--- src/rtl/pwm_multichannel.sv ---
// Multi-channel PWM generator: one shared period counter (edge- or center-aligned)
// with double-buffered period/duty/mode applied only at period boundaries.
module pwm_multichannel #(
  parameter int CHANNELS = 4,
  parameter int WIDTH    = 21
) (
  input  logic                      clk,
  input  logic                      reset,
  input  logic [WIDTH-1:0]          period,
  input  logic [CHANNELS*WIDTH-1:0] duty,
  input  logic                      mode,
  input  logic                      load,
  input  logic [CHANNELS-1:0]       polarity,
  input  logic [CHANNELS-1:0]       enable,
  output logic [CHANNELS-1:0]       pwm_out,
  output logic                      load_ack,
  output logic                      period_start
);

  // Handshake: load is a single-cycle strobe with no backpressure (always accepted);
  // load_ack and period_start are single-cycle pulses with no ready side.

  typedef enum logic {
    DIR_UP   = 1'b0,
    DIR_DOWN = 1'b1
  } dir_e;

  logic [WIDTH-1:0]          shd_period_q, act_period_q;
  logic [CHANNELS*WIDTH-1:0] shd_duty_q, act_duty_q;
  logic                      shd_mode_q, act_mode_q;
  logic                      pending_q, pending_d;

  logic [WIDTH-1:0]          cnt_q, cnt_d;
  dir_e                      dir_q, dir_d;

  logic [CHANNELS-1:0]       pwm_q, pwm_d;
  logic                      ack_q, ack_d;
  logic                      ps_q, ps_d;

  logic                      stopped;
  logic                      boundary;
  logic [WIDTH-1:0]          last_cnt;

  assign stopped  = (act_period_q == '0);
  assign last_cnt = act_period_q - 1'b1;

  // A zero active period parks the block in a permanent boundary so a pending load
  // is taken on the very next cycle.
  always_comb begin
    boundary = 1'b0;
    if (stopped) begin
      boundary = 1'b1;
    end else if (act_mode_q) begin
      boundary = (dir_q == DIR_DOWN) && (cnt_q == '0);
    end else begin
      boundary = (cnt_q == last_cnt);
    end
  end

  assign pending_d = load | (pending_q & ~boundary);

  always_ff @(posedge clk or posedge reset) begin
    if (reset) begin
      shd_period_q <= '0;
      shd_duty_q   <= '0;
      shd_mode_q   <= 1'b0;
      act_period_q <= '0;
      act_duty_q   <= '0;
      act_mode_q   <= 1'b0;
      pending_q    <= 1'b0;
    end else begin
      if (load) begin
        shd_period_q <= period;
        shd_duty_q   <= duty;
        shd_mode_q   <= mode;
      end
      if (boundary && pending_q) begin
        act_period_q <= shd_period_q;
        act_duty_q   <= shd_duty_q;
        act_mode_q   <= shd_mode_q;
      end
      pending_q <= pending_d;
    end
  end

  // Counter / direction FSM state register
  always_ff @(posedge clk or posedge reset) begin
    if (reset) begin
      cnt_q <= '0;
      dir_q <= DIR_UP;
    end else begin
      cnt_q <= cnt_d;
      dir_q <= dir_d;
    end
  end

  // Center mode holds the top value for one extra cycle while turning around.
  always_comb begin
    cnt_d = cnt_q;
    dir_d = dir_q;
    if (boundary) begin
      cnt_d = '0;
      dir_d = DIR_UP;
    end else if (!act_mode_q) begin
      cnt_d = cnt_q + 1'b1;
    end else if (dir_q == DIR_UP) begin
      if (cnt_q == last_cnt) begin
        dir_d = DIR_DOWN;
      end else begin
        cnt_d = cnt_q + 1'b1;
      end
    end else begin
      cnt_d = cnt_q - 1'b1;
    end
  end

  always_comb begin
    pwm_d = '0;
    for (int i = 0; i < CHANNELS; i++) begin
      if (enable[i]) begin
        pwm_d[i] = (!stopped && (cnt_q < act_duty_q[i*WIDTH +: WIDTH])) ^ polarity[i];
      end else begin
        pwm_d[i] = polarity[i];
      end
    end
    ack_d = boundary & pending_q;
    ps_d  = boundary & ~stopped;
  end

  always_ff @(posedge clk or posedge reset) begin
    if (reset) begin
      pwm_q <= '0;
      ack_q <= 1'b0;
      ps_q  <= 1'b0;
    end else begin
      pwm_q <= pwm_d;
      ack_q <= ack_d;
      ps_q  <= ps_d;
    end
  end

  assign pwm_out      = pwm_q;
  assign load_ack     = ack_q;
  assign period_start = ps_q;

endmodule
--- config.mk ---
export PLATFORM = sky130hd
export DESIGN_NAME = pwm_multichannel
export DESIGN_NICKNAME = d
export VERILOG_FILES = /design/src/rtl/pwm_multichannel.sv
export SDC_FILE = /design/constraint.sdc
export NUM_CORES = 1
export LEC_CHECK = 0
export CAP_MARGIN = 20
export CORE_ASPECT_RATIO = 0.9
export CORE_MARGIN = 2
export CORE_UTILIZATION = 25
export CTS_BUF_LIST = sky130_fd_sc_hd__clkbuf_4
export DETAILED_ROUTE_END_ITERATION = 10
export HOLD_SLACK_MARGIN = 0.1
export PLACE_DENSITY = 0.44
export SYNTH_ARGS = -nofsm -noshare
export SYNTH_HDL_FRONTEND = slang
export SYNTH_SLANG_ARGS = --single-unit
--- constraint.sdc ---
create_clock -name clk -period 7.9 [get_ports clk]
set_input_delay 1.58 -clock clk [delete_from_list [all_inputs] [get_ports clk]]
set_output_delay 1.58 -clock clk [all_outputs]
set_load 0.02 [all_outputs]
* After elaboration in Yosys (flattened, before gate mapping)
Cells that the tools add are included.
W data, S select, Z words.
** Word-level totals
- Flip-flop bits (word level) :: 241
- Input port bits :: 117
- Output and inout port bits :: 6
- Logic and storage cells :: 55
** Cells by class
- Add/subtract/negate cells :: 3
- $lt $le $gt $ge :: 4
- Eq/ne operators :: 2
- Mux-type cells :: 14
- Bitwise logic cells :: 10
- Reduce and logical (&&, ||, !) cells :: 10
** Operator list (number)
- $lt A21 B21 Y1 :: 4
- $mux W21 :: 4
- $logic_not A21 Y1 :: 2
- $sub A21 B1 Y21 const B :: 2
- $add A21 B1 Y21 const B :: 1
- $eq A21 B21 Y1 :: 1
- $mux W1 :: 10
- $logic_and A1 B1 Y1 :: 6
- $ne A4 B4 Y1 const B :: 1
- $xor A1 B1 Y1 :: 4
- $and A1 B1 Y1 :: 3
- $not A1 Y1 :: 2
- $reduce_bool A2 Y1 :: 1
- $logic_not A1 Y1 :: 1
- $or A1 B1 Y1 :: 1

* Depth between registers and ports, before layout
Gate-level depths: netlist (run 1).
- Word-level depth :: 7
- Mapped depth :: 12
- Depth with buffers taken out :: 10

* Least setup slack after synthesis (run 1)
OpenSTA, ideal clock, no wires.
- Path kind :: register to register
- Start point :: reg act_period_q[2]
- End point :: reg act_duty_q[0]
- Setup time :: 0.127 ns
- Arrival time :: 3.040 ns
- Data required time :: 7.773 ns
- Path slack :: 4.732 ns
- Stages on the path, launching flop included :: 13
- Path buffers :: 4
- Clock period less this slack :: 3.168 ns
- Path through :: dfrtp_1 buf_6 or4_1 clkbuf_1 or4_1 o2111ai_2 nor2_1 nor4_4 nand2_1 o21ai_4 buf_6 buf_8 mux2_1
** Between the ends
- Word-level cells in the longest chain between the ends :: 5
- Elaborated cells on any way between the ends :: 6
- Those cells by class :: add/sub (1); eq/ne (1); mux (2); reduce/logical (2)
** RTL lines
- from (decl) :: RTL line 28 : logic [WIDTH-1:0] shd_period_q, act_period_q;
- from (signal assigned) :: RTL line 78 : act_period_q <= shd_period_q;
- $sub A21 B1 Y21 :: RTL line 45 : assign last_cnt = act_period_q - 1'b1;
- $eq A21 B21 Y1 :: RTL line 56 : boundary = (cnt_q == last_cnt);
- $mux W1 :: RTL line 53 : end else if (act_mode_q) begin
- $mux W1 * :: RTL line 51 : if (stopped) begin
- $logic_and A1 B1 Y1 * :: RTL line 77 : if (boundary && pending_q) begin
- to (signal assigned) :: RTL line 79 : act_duty_q <= shd_duty_q;
- to (decl) :: RTL line 29 : logic [CHANNELS*WIDTH-1:0] shd_duty_q, act_duty_q;
Mark *: on every way between the ends. The rest lies on a longest branch, timed or not.
A chain may end at the register's enable or synchronous reset.

* Worst setup path after layout (run 1)
- Start point :: reg act_period_q[0]
- End point :: reg act_duty_q[67]
The elaborated chain is that of the path after synthesis.

==> results of run 1 <==
-- power by group through the flow --
| stage | combinational [W] | clock, W | sequential [W] |
|---|---|---|---|
| after global placement | 0.000831 | 0 | 0.00164 |
| after CTS | 0.000843 | 0.00127 | 0.00163 |
| after detailed placement | 0.000834 | 0 | 0.00165 |
| after global routing | 0.000951 | 0.00134 | 0.00166 |
| final | 0.000834 | 0.00120 | 0.00162 |
| after floorplan | 0.000649 | 0 | 0.00154 |
-- metal layers --
metal,up-vias,wire length (um),global-route usage [%]
li1,4247,-,-
met1,4341,17200,18.4
met2,176,15200,20.1
met3,30,1450,3.53
met4,0,483,4.21
met5,-,0,0
-- Yosys cell counts (all sizes together), types with 2 or more instances --
cell / n
and4: 3
nor3: 30
nor2: 38
or3b: 2
nand3: 23
a211oi: 6
o21ai: 27
nand4: 10
a31oi: 9
nand2: 26
and4b: 2
o211ai: 2
dfrtp: 241
nor2b: 11
ha: 83
mux2: 209
clkbuf: 31
a41oi: 5
nand4b: 5
nand3b: 3
or3: 10
xnor2: 21
inv: 93
nand2b: 16
or4: 10
a21o: 26
mux2i: 12
and2: 8
o22ai: 2
o2111ai: 4
a2111oi: 2
o21a: 2
a32oi: 3
a21oi: 37
o31a: 3
xor2: 7
o41a: 2
nor4: 19
and3: 8
buf: 20
nor3b: 3
-- per-stage QoR --
stage,area [um2],utilization [%],std cells
after floorplan,12800,-,1087
after global placement,14700,29.0,1846
after detailed placement,14700,29.0,1846
after CTS,15600,30.8,1965
after global routing,15600,30.8,1968
final,15600,30.8,1968
-- final timing paths --
kind	start	to	slack, ns	cells after the start
setup / recovery	act_period_q[0]	act_duty_q[67]	3.88	11
hold / removal	shd_duty_q[3]	act_duty_q[3]	0.48	1
setup reg to reg	act_period_q[0]	act_duty_q[67]	3.88	11
hold reg to reg	shd_duty_q[3]	act_duty_q[3]	0.48	1
max in group asynchronous	reset	act_period_q[11]	5.15	3
min in group asynchronous	reset	shd_duty_q[54]	1.39	2
-- layout make-up --
type	instances	share of cell area (%)
Multi-Input combinational cell	702	39.5
Sequential cell	241	38.7
Timing Repair Buffer	130	8.29
Tap cell	680	5.46
Clock buffer	103	4.97
Inverter	93	2.27
Clock inverter	16	0.731
Antenna cell	3	0.0482
-- registers in the layout, summed over array words and instances, names as in the netlist --
signal        flops
act_duty_q       84
shd_duty_q       84
act_period_q     21
cnt_q            21
shd_period_q     21
pwm_out           4
act_mode_q        1
dir_q             1
load_ack          1
pending_q         1
period_start      1
shd_mode_q        1
-- kinds of logic (layout without fill, tap and decap cells) --
| group | after synthesis | count (layout) | share of synthesized area (%) |
|---|---|---|---|
| compound gates | 140 | 140 | 7.30 |
| xor+xnor | 28 | 28 | 1.91 |
| flops | 241 | 241 | 47.0 |
| mux | 221 | 221 | 20.2 |
| other cells | 0 | 3 | 0 |
| fa+ha+maj | 83 | 83 | 8.09 |
| simple gates | 230 | 230 | 10.5 |
| buf+inv | 144 | 342 | 5.07 |
-- worst max-delay path: stages (launching register included) --
cell and delay (ns):
dfrtp_1 0.44, inv_1 0.08, ha_1 0.19, nor3b_2 0.37, nand3_2 0.22, o32a_1 0.36
or3_1 0.35, and4bb_2 0.32, nand2_1 0.10, o21ai_4 0.16, buf_4 0.74, mux2_2 0.42
-- placed cells by master, fill, tap and decap left out, drive strengths merged, types with 9 or more instances in the layout --
cell	netlist	final
ha	83	83
nor3	30	30
nand2	26	26
clkdlybuf4s50	0	121
clkbuf	31	103
nand3	23	23
or4	10	10
o21ai	27	27
nand2b	16	16
a31oi	9	9
buf	20	9
clkinv	0	12
dfrtp	241	241
nor2b	11	11
a21o	26	26
nor2	38	38
a21oi	37	37
mux2	209	209
nor4	19	19
or3	10	10
mux2i	12	12
inv	93	94
nand4	10	10
xnor2	21	21
==> impl_metrics.csv, run 1 <==
group,metric,value,unit
global_routing,grt_pass1_wl,54.1,mm
cells_and_area,multiInputGateArea,6150,um2
route,vias_per_cell,4.47,
timing,min_period,4.02,ns
cells_and_area,fillers,5294,
critical_path,endpoint_kind,"register",
pwr,ir_drop,68.3,uV
yosys,synth-seq-cells,241,
route,antenna_left,0,
yosys,synth_cell_type_count,67,
yosys,synth-edff-count,0,
cells_and_area,seq_area,6030,um2
timing,rsz0062_at_grt,"false",
worst_hold_path,min_path_type,"register to register",
route,first_iter_violations,557,
yosys,synth_area_leader_cell,"dfrtp_1",
timing,setup_viol,0,
cells_and_area,fin_nets,1437,
pwr,power_leakage,6.92,nW
pwr,net-switching-power,0.00114,W
run_status,outcome,"finished clean",
clocking,cts_tree,"done",
die,rows,78,
timing,slew_headroom,30.8,%
critical_path,critPathMaxFanout,67,
clocking,numCtsBuffers,69,
die,coreArea,50600,um2
global_routing,track_usage,13.3,%
clocking,root_buffer,"clkbuf_4",
yosys,synth_cells,1087,
yosys,synth_area_leaders,"dfrtp_1 47%, mux2_2 15%, ha_1 8.1%, mux2_4 3.5%, inv_1 2.7%",
die,die_area,53200,um2
clocking,htreeDepth,3,
timing,fmax,249,MHz
yosys,avgSynthCellArea,11.8,um2
yosys,synth_warnings,0,
route,drtPass1Iterations,5,
yosys,ys_seq_area_share,47.0,%
yosys,synth_top_area_share,47.0,%
placement,dpl_worst_slack,3.90,ns
critical_path,arrival,4.62,ns
route,vias,8794,
clocking,clk_latency,0.78,ns
pwr,seq_power_share,44.3,%
critical_path,path_class,"register to register",
placement,hpwl,23.5,mm
timing,period_share,50.9,%
route,drc,0,
critical_path,critPathRequiredTime,8.50,ns
pwr,power_density,235,nW/um2
critical_path,critPathLaunchType,"register",
clocking,cts.clk_slew.worst_paths,0.06,ns
timing,fin_ws,3.88,ns
route,routedWlPerCell,17.4,um
pwr,comb_power_share,22.8,%
pwr,p_total,0.00366,W
timing,hold_ws,0.483,ns
clocking,clk_path_buf_depth,3,
global_routing,overflow,0,
die,num_io_pins,123,
placement,portBuffers,122,
timing,report.final.slew_viol_count,0,
timing,worstMarginPinSlew,1.04,ns
timing,finalHoldViolations,0,
die,die_x,243,um
pwr,swShare,31.1,%
cells_and_area,area.growth.synth_to_final,21.3,%
clocking,cts_hold_buf,0,
job,cap_violations,0,
timing,skew,0.0696,ns
yosys,synth_nets,1287,
yosys,syn_area,12800,um2
yosys,synthArstFlopShare,100,%
global_routing,grt_start_max_net_pins,138,
global_routing,grt_pass1_vias,9149,
die,start_util,25.4,%
placement,gp_congestion,0.848,
route,wirelength,34.3,mm
yosys,ys.flop_type,"dfrtp_1",
clocking,cts_resized,0,
global_routing,grt_antenna_before_repair,2,
pwr,power.internal,0.00252,W
clocking,cts_setup_buffers,0,
die,die_y,219,um
timing,setup_tns,0,ns
pwr,clock_power_share,32.9,%
clocking,cts_sinks,241,
cells_and_area,drive_above_1_share,26.2,%
Power figures use the tool's default switching activity.
==> inputs of run 2 (changes only) <==
==> constraint.sdc (replaced) <==
create_clock -name clk -period 3.6 [get_ports clk]
set_input_delay 0.72 -clock clk [delete_from_list [all_inputs] [get_ports clk]]
set_output_delay 0.72 -clock clk [all_outputs]
set_load 0.02 [all_outputs]
==> impl_metrics.csv, run 2 (synthesized netlist as in run 1, its figures left out) <==
group,metric,value,unit
clocking,clk_path_buf_depth,3,
timing,fmax,292,MHz
pwr,power_density,515,nW/um2
cells_and_area,multiInputGateArea,6160,um2
critical_path,critPathRequiredTime,4.19,ns
cells_and_area,final_cell_area,16100,um2
global_routing,grt_pass1_vias,9436,
die,rows,78,
critical_path,cp_num_buf_inv,2,
timing,min_period,3.43,ns
route,first_iter_violations,443,
critical_path,cpPeakStageDelay,0.58,ns
timing,setup_viol,0,
clocking,clk_latency,0.75,ns
route,drc,0,
critical_path,crit_path_cell_trace,"or4_4, or4_1, nor4_2, a32o_1, a31o_2, nand3_2, o21ai_4, buf_4, buf_12, mux2_1",
global_routing,overflow,0,
timing,skew,0.0516,ns
pwr,ir_drop,241,uV
timing,report.final.slew_viol_count,0,
die,die_x,243,um
timing,period_share,95.2,%
timing,slew_headroom,58.2,%
route,routedWlPerCell,17.2,um
timing,setup_tns,0,ns
cells_and_area,mostFrequentLayoutCells,"241 x dfrtp_1, 172 x mux2_2, 121 x clkdlybuf4s50_1",
clocking,cts.clk_slew.worst_paths,0.06,ns
clocking,numCtsBuffers,69,
critical_path,path_class,"register to register",
critical_path,critPathMaxFanout,29,
route,vias_per_cell,4.46,
global_routing,grt_antenna_before_repair,1,
cells_and_area,area.growth.synth_to_final,25.1,%
run_status,outcome,"finished clean",
critical_path,cp_slowest_cell,"or4_4",
pwr,p_total,0.00827,W
global_routing,grt_pass1_wl,54.8,mm
placement,portBuffers,122,
die,coreArea,50600,um2
clocking,root_buffer,"clkbuf_4",
worst_hold_path,min_path_type,"primary input to asynchronous set/reset pin",
route,antenna_left,0,
critical_path,arrival,4.02,ns
route,drtPass1Iterations,6,
pwr,power_leakage,7.21,nW
placement,gp_congestion,0.807,
die,start_util,25.4,%
critical_path,crit_family,"simple AND/OR/NAND/NOR gates",
cells_and_area,drive_above_1_share,29.0,%
global_routing,track_usage,13.4,%
route,vias,8977,
cells_and_area,fillers,5293,
cells_and_area,final_common_cell,"dfrtp_1",
clocking,cts_tree,"done",
die,num_io_pins,123,
cells_and_area,seq_area,6030,um2
die,die_y,219,um
placement,hpwl,24.5,mm
cells_and_area,fin_nets,1484,
placement,placed_area,15100,um2
critical_path,endpoint_kind,"register",
die,die_area,53200,um2
critical_path,rrSetupSlack,0.17,ns
critical_path,crit_cells,10,
timing,worstMarginPinSlew,0.627,ns
route,wirelength,34.7,mm
clocking,htreeDepth,3,
job,cap_violations,0,
cells_and_area,reg_top3,"act_duty_q x84, shd_duty_q x84",
timing,rsz0062_at_grt,"false",
timing,finalHoldViolations,0,
critical_path,critPathLaunchType,"register",
global_routing,grt_start_max_net_pins,108,
clocking,cts_sinks,241,
critical_path,r2r_cells,10,
## run 2: cell count changes in the layout (fill, tap and decap cells not counted), sizes merged
cell    before  now
buf          9   55
diode        3    1
bufinv       2    3
clkinv      12   13
inv         94   95
## run 2: repair_timing
action,CTS,global route
setup endpoints to repair,0,115
hold buffers,0,0
endpoints found under the hold margin,0,0
buffers inserted,0,4
gates resized for setup,0,2
## run 2: per-layer routing
layer,wire length (um),global-route usage [%]
met1,17000,18.3
met2,15400,20.4
met3,1690,3.51
met4,692,4.68
met5,0,0
## run 2: final timing paths
path,from,endpoint
worst max-delay path,act_period_q[13],act_duty_q[3]
worst min-delay path,reset,act_duty_q[55]
worst max register to register,act_period_q[13],act_duty_q[3]
worst min register to register,shd_duty_q[36],act_duty_q[36]
max in group asynchronous,reset,act_duty_q[2]
min in group clk,shd_duty_q[36],act_duty_q[36]
## run 2: metrics by stage
step	cells	setup slack (ns)	hold slack [ns]	util (%)
finish	2015	0.174	0.419	31.8
global route	2015	0.0216	0.382	31.8
CTS	2009	0.0788	0.360	31.6
detailed placement	1888	0.143	0.480	29.8
global placement	1888	0.194	0.474	29.8
floorplan	1087	-0.282	0.458	-
## run 2: cell type report
type,instances,share of cell area (%)
multi-input combinational,702,38.4
sequential,241,37.6
timing repair buffer,177,10.8
tap,680,5.30
clock buffer,102,4.77
inverter,93,2.20
clock inverter,19,0.951
antenna,1,0.0156
## run 2: power by group
part	switching, W	leakage, nW	internal [W]
clock network	0.00122	0.549	0.00151
registers	0.000326	2.98	0.00311
logic	0.00102	3.68	0.00109
total	0.00256	7.21	0.00570
